===== src/rtl/mod255_accumulator.sv =====
// Accumulates a job of 1..16 operands modulo 2^WIDTH-1 using an end-around-carry adder,
// then holds the result on a valid/ready interface until it is consumed.

module mod255_eac_add #(
  parameter int WIDTH = 8
) (
  input  logic [WIDTH-1:0] a,
  input  logic [WIDTH-1:0] b,
  output logic [WIDTH-1:0] y
);
  logic [WIDTH:0] s;

  // Folding the carry back in cannot carry again: a carry leaves s[WIDTH-1:0] <= 2^WIDTH-2.
  assign s = {1'b0, a} + {1'b0, b};
  assign y = s[WIDTH-1:0] + WIDTH'(s[WIDTH]);
endmodule

module mod255_accumulator #(
  parameter int WIDTH = 8,
  parameter int NORM  = 1
) (
  input  logic             clk,
  input  logic             rst,
  input  logic             start,
  input  logic [3:0]       len,
  input  logic             in_valid,
  input  logic [WIDTH-1:0] in_data,
  output logic             in_ready,
  output logic             res_valid,
  input  logic             res_ready,
  output logic [WIDTH-1:0] res_data,
  output logic             busy
);
  typedef enum logic [1:0] {IDLE, ACCUM, DONE} state_t;

  state_t           state;
  logic [WIDTH-1:0] acc;
  logic [4:0]       remaining;
  logic [WIDTH-1:0] acc_nx;
  logic [WIDTH-1:0] res_nx;

  mod255_eac_add #(.WIDTH(WIDTH)) u_add (
    .a (acc),
    .b (in_data),
    .y (acc_nx)
  );

  // All-ones is the second encoding of zero in one's-complement arithmetic.
  assign res_nx = ((NORM != 0) && (&acc_nx)) ? '0 : acc_nx;

  always_ff @(posedge clk) begin
    if (rst) begin
      state     <= IDLE;
      acc       <= '0;
      remaining <= '0;
      in_ready  <= 1'b0;
      res_valid <= 1'b0;
      res_data  <= '0;
      busy      <= 1'b0;
    end else begin
      case (state)
        IDLE: begin
          if (start) begin
            acc       <= '0;
            remaining <= (len == 4'd0) ? 5'd16 : {1'b0, len};
            in_ready  <= 1'b1;
            busy      <= 1'b1;
            state     <= ACCUM;
          end
        end
        ACCUM: begin
          if (in_valid) begin
            acc       <= acc_nx;
            remaining <= remaining - 5'd1;
            if (remaining == 5'd1) begin
              in_ready  <= 1'b0;
              res_valid <= 1'b1;
              res_data  <= res_nx;
              state     <= DONE;
            end
          end
        end
        DONE: begin
          if (res_ready) begin
            res_valid <= 1'b0;
            busy      <= 1'b0;
            state     <= IDLE;
          end
        end
        default: begin
          state     <= IDLE;
          in_ready  <= 1'b0;
          res_valid <= 1'b0;
          busy      <= 1'b0;
        end
      endcase
    end
  end
endmodule

===== config.mk =====
export PLATFORM = sky130hd
export DESIGN_NAME = mod255_accumulator
export DESIGN_NICKNAME = d
export VERILOG_FILES = /design/src/rtl/mod255_accumulator.sv
export SDC_FILE = /design/constraint.sdc
export NUM_CORES = 1
export LEC_CHECK = 0
export BUFFER_PORTS_ARGS = -buffer_cell sky130_fd_sc_hd__buf_2
export CAP_MARGIN = 20
export CORE_AREA = 2 2 67 69
export DETAILED_ROUTE_END_ITERATION = 10
export DIE_AREA = 0 0 69 71
export HOLD_SLACK_MARGIN = 0.02
export RECOVER_POWER = 100
export SLEW_MARGIN = 25
export SYNTH_ARGS = -nofsm -noshare
export SYNTH_HDL_FRONTEND = slang
export SYNTH_SLANG_ARGS = --single-unit

===== constraint.sdc =====
create_clock -name clk -period 7.31 [get_ports clk]
set_input_delay 2.193 -clock clk [delete_from_list [all_inputs] [get_ports clk]]
set_output_delay 2.193 -clock clk [all_outputs]
set_load 0.01 [all_outputs]

* Yosys cells after proc, flatten, opt, wreduce, memory -nomap -nowiden *
Cells that the tools add are included.
Widths: inputs -> output; s select.

storage, ports and cells
  logic and storage cells = 52
  input port bits = 17
  flip-flop bits (word level) = 26
  output and inout port bits = 11

operators by class
  add/sub/neg operators = 3
  muxes and demuxes = 22
  reductions and logical operators = 10
  bitwise logic cells = 3
  equal/unequal tests = 7

operator list
  kind                 count
  $mux 8               3
  $pmux 8 s2           1
  $mux 5               3
  $reduce_and 4->1     3
  $pmux 5 s2           1
  $add 8x8->9          1
  $pmux 1 s3           3
  $reduce_and 3->1     3
  $add 8x1->8          1
  $mux 2               4
  $ne 2x2->1 const B   4
  $reduce_and 8->1     1
  $mux 1               6
  $pmux 2 s3           1
  $eq 5x1->1 const B   1
  $sub 5x1->5 const B  1
  $logic_not 4->1      1
  $not 1->1            3
  $eq 2x1->1 const B   1
  $eq 2x2->1 const B   1
  $logic_not 2->1      1
  $reduce_bool 2->1    1

* Logic depth before layout (Yosys ltp) *
  word-level depth = 4
  depth in mapped cells = 14
  gate-level depth less buffers = 14

* Modules after synthesis *
Synthesis repeated with hierarchy kept, for this count alone.

unflattened totals
  cell total of the unflattened synthesis = 198
  area total of the unflattened synthesis = 1734.2 sq um

modules (own cells, without submodules)
  module              area an instance (sq um)  seq. area each (sq um)  times used  cells an instance
  mod255_accumulator  1211.2                    520.5                   1           141
  mod255_eac_add      523.0                     0.0                     1           57

* Worst setup path before layout *
No wires, ideal clock.

  path kind = input to register
  start = input in_data[0]
  end = register res_data[4]
  library setup time = 0.122 ns
  data arrival time = 4.718 ns
  slack = 2.470 ns
  stages on the path = 14
  path buffers = 0
  data required time = 7.188 ns
  path through = ha_1 > fa_1 > a211oi_2 > o21ai_2 > a21oi_1 > o21bai_1 > ha_1 > ha_1 > xnor2_1 > nor2_1 > nand2_1 > o31a_1 > a31oi_4 > o21ai_1

on the way
  word-level cells in the longest chain between the ends = 4

ends and longest elaborated chain
  element                 line  text
  start: declaration      27    input logic [WIDTH-1:0] in_data,
  $add 8x8->9 *           14    assign s = {1'b0, a} + {1'b0, b};
  $add 8x1->8 *           15    assign y = s[WIDTH-1:0] + WIDTH'(s[WIDTH]);
  $reduce_and 8->1        49    assign res_nx = ((NORM != 0) && (&acc_nx)) ? '0 : acc_nx;
  $mux 8 *                49
  end signal: assignment  78    res_data <= res_nx;
  end: declaration        31    output logic [WIDTH-1:0] res_data,

Every way passes the cells marked *; elsewhere a longest branch is shown, timed or not.
A chain may end at the register's enable or synchronous reset.

* Worst setup path after layout *
  start = input in_data[0]
  end = register res_data[7]

Same word-level chain as after synthesis.

==> impl_metrics.tcl <==
set metrics [dict create \
    status "completed" \
    wl_per_cell_microns 13.8 \
    dpl.hpwl_mm 3.24 \
    antenna_found_initial 0 \
    start_util 0.435 \
    seqCellArea_sq_um 520 \
    power_leakage_nw 0.798 \
    gr-total-overflow 0 \
    diodes 0 \
    grtUsageTotal 0.171 \
    grt_max_degree 19 \
    cts_resized 0 \
    drive_gt1_frac 0.109 \
    layout_min_cycle_time_ns 5.27 \
    p_per_area_nw_per_um2 185 \
    yosysUniqueCellTypes 54 \
    hold_viol 0 \
    worst_pin_slew_ns 0.874 \
    fin_crit_sh 0.720 \
    final_cell_mix "nand2_1, nor2_1, dfxtp_1, a21oi_1, buf_2" \
    num_rows 24 \
    setup_viol 0 \
    htreeDepth 1 \
    num-nets-final 280 \
    ys_warn_count 0 \
    fp.dieH_microns 71 \
    fin_worst_skew_ns 0.00594 \
    clkSlewWorstSetupHoldPaths_ns 0.10 \
    tns_ns 0 \
    vias 1644 \
    critPathRequiredTime_ns 7.54 \
    critPathKind "input port to flop" \
    hold_path_depth 2 \
    synth_edf_count 0 \
    dieArea_sq_um 4900 \
    ant_nets 0 \
    maxSlewViolCount 0 \
    place_congestion 0.781 \
    rsz0062_at_grt "false" \
    avgSynthCellArea_sq_um 8.17 \
    worst-r2r-cell-count 14 \
    post-place-cells 296 \
    maxCapViolations 0 \
    max_freq_mhz 190 \
    clockBufferDepth 2 \
    clk_latency_ns 0.28 \
    area_delta_synth_final_pct 10.1 \
    num_io_pins 28 \
    cts_sinks 26 \
    grt_pass1_vias 1496 \
    dr.pass1.iters 4 \
    holdBufCountCts 0 \
    startpoint_type "input port" \
    cts_tree "built" \
    mostFrequentLayoutCell "nand2_1" \
    endpoint_kind "flop" \
    first_iter_violations 76 \
    post_cts_buffers 0 \
    ys_ff_latch 26 \
    dieWidth_microns 69 \
    syn-cell-area_sq_um 1830 \
    worstPathMaxFanout 4 \
    via_per_inst 5.48 \
    async_flop_share 0 \
    instances_no_fill 300 \
    ir_drop_mv 0.148 \
    nFillCells 445 \
    routed_wl_mm 4.14 \
    worstHoldPathType "flop to flop" \
    synth_ff_type "dfxtp_1" \
    drc_errors 0 \
    synth_nets 255 \
    multi_input_area_sq_um 1210 \
    syn-instance-count 224 \
    io_buffers 27 \
    cts_buffers 3 \
    cts_root_buffer "clkbuf_8" \
    coreArea_sq_um 4200 \
    grt_pass1_wl_mm 6.89 \
    cp.arrival_ns 5.50 \
    yosysSeqAreaShare 0.285 \
    slew-limit-headroom 0.418 \
]
[where the power goes]
| group | switching (mW) | internal [mW] | leakage, nW |
|---|---|---|---|
| clock | 0.0497 | 0.0734 | 0.0357 |
| sequential | 0.00656 | 0.149 | 0.212 |
| combinational | 0.0560 | 0.0373 | 0.551 |
[logic make-up (layout without fill, tap and decap cells)]
kind of cell / count (synthesis) / count (layout) / share of synthesized area
muxes: 1 / 1 / 0.00547
AOI/OAI and AO/OA: 70 / 70 / 0.292
and+or+nand+nor: 92 / 92 / 0.251
DFF: 26 / 26 / 0.285
adders and majority gates: 14 / 14 / 0.0999
buffers and inverters: 14 / 38 / 0.0335
xor gates and xnor gates: 7 / 7 / 0.0335
[cell usage after synthesis, drive strengths merged, types with 2 or more instances]
cell     n  area share
nand2   28       0.057
dfxtp   26        0.28
a221oi   2       0.023
ha      13       0.089
xnor2    4       0.019
nand3    6       0.016
o21bai   3       0.012
nand2b   2      0.0068
nor2b    2      0.0068
nor2    26       0.053
buf      3       0.011
a32oi    3       0.014
nor4     2       0.010
clkbuf   4      0.0082
a31oi    4       0.025
a211oi   5       0.026
and2     6       0.021
nor3     7       0.022
o21a     5       0.021
o21ai   16       0.046
a21oi   21       0.057
xor2     3       0.014
and3     2      0.0068
nand4    2      0.0068
or2      3       0.010
o31ai    2       0.011
inv      7       0.014
nor4b    3       0.014
[per-stage QoR]
stage | power (mW) | instance area (sq um) | hold slack [ns] | worst slack [ns] | util
3_5_place_dp | 0.256 | 1990 | 0.441 | 2.11 | 0.474
3_3_place_gp | 0.256 | 1990 | 0.440 | 2.13 | 0.474
6_report | 0.372 | 2010 | 0.452 | 2.04 | 0.479
5_1_grt | 0.393 | 2010 | 0.474 | 1.72 | 0.479
2_1_floorplan | 0.233 | 1830 | 0.436 | 2.47 | -
4_1_cts | 0.379 | 2070 | 0.455 | 2.40 | 0.491
[critical path, stage by stage]
cell and delay (ns):
buf_2 0.10, ha_1 0.24, fa_1 0.45, a211oi_1 0.35, o21ai_0 0.24, a21oi_1 0.17
o21bai_1 0.10, ha_1 0.25, nand2_1 0.08, nor3_1 0.04, a221oi_1 0.56, and3b_1 0.26
o21a_1 0.16, o21ai_0 0.14, o211a_1 0.16
[state kept, by name, indices dropped and copies added, names as in the netlist]
register and count:
busy 1, state 2, remaining 5, res_data 8
acc 8, in_ready 1, res_valid 1
[layer usage]
| layer | vias to the layer above | global-route usage | wire, microns |
|---|---|---|---|
| li1 | 859 | - | - |
| met1 | 752 | 0.213 | 1950 |
| met2 | 31 | 0.308 | 2030 |
| met3 | 2 | 0.0342 | 144 |
| met4 | 0 | 0.0327 | 13 |
| met5 | - | 0 | 0 |
[path summary, 6_finish.rpt]
| kind | start | end | slack, ns |
|---|---|---|---|
| max | in_data[0] | res_data[7]$_SDFFE_PP0P_ | 2.04 |
| min | res_data[4]$_SDFFE_PP0P_ | res_data[4]$_SDFFE_PP0P_ | 0.45 |
| max reg2reg | acc[0]$_SDFFE_PP0P_ | res_data[7]$_SDFFE_PP0P_ | 3.73 |
| min reg2reg | res_data[4]$_SDFFE_PP0P_ | res_data[4]$_SDFFE_PP0P_ | 0.45 |
[cell type report]
cell class | instances | area share
Sequential cell | 26 | 0.258
Timing Repair Buffer | 27 | 0.0596
Clock buffer | 3 | 0.0205
Multi-Input combinational cell | 184 | 0.601
Tap cell | 52 | 0.0323
Inverter | 7 | 0.0130
Clock inverter | 1 | 0.0149
(Power assumes the default switching activity.)
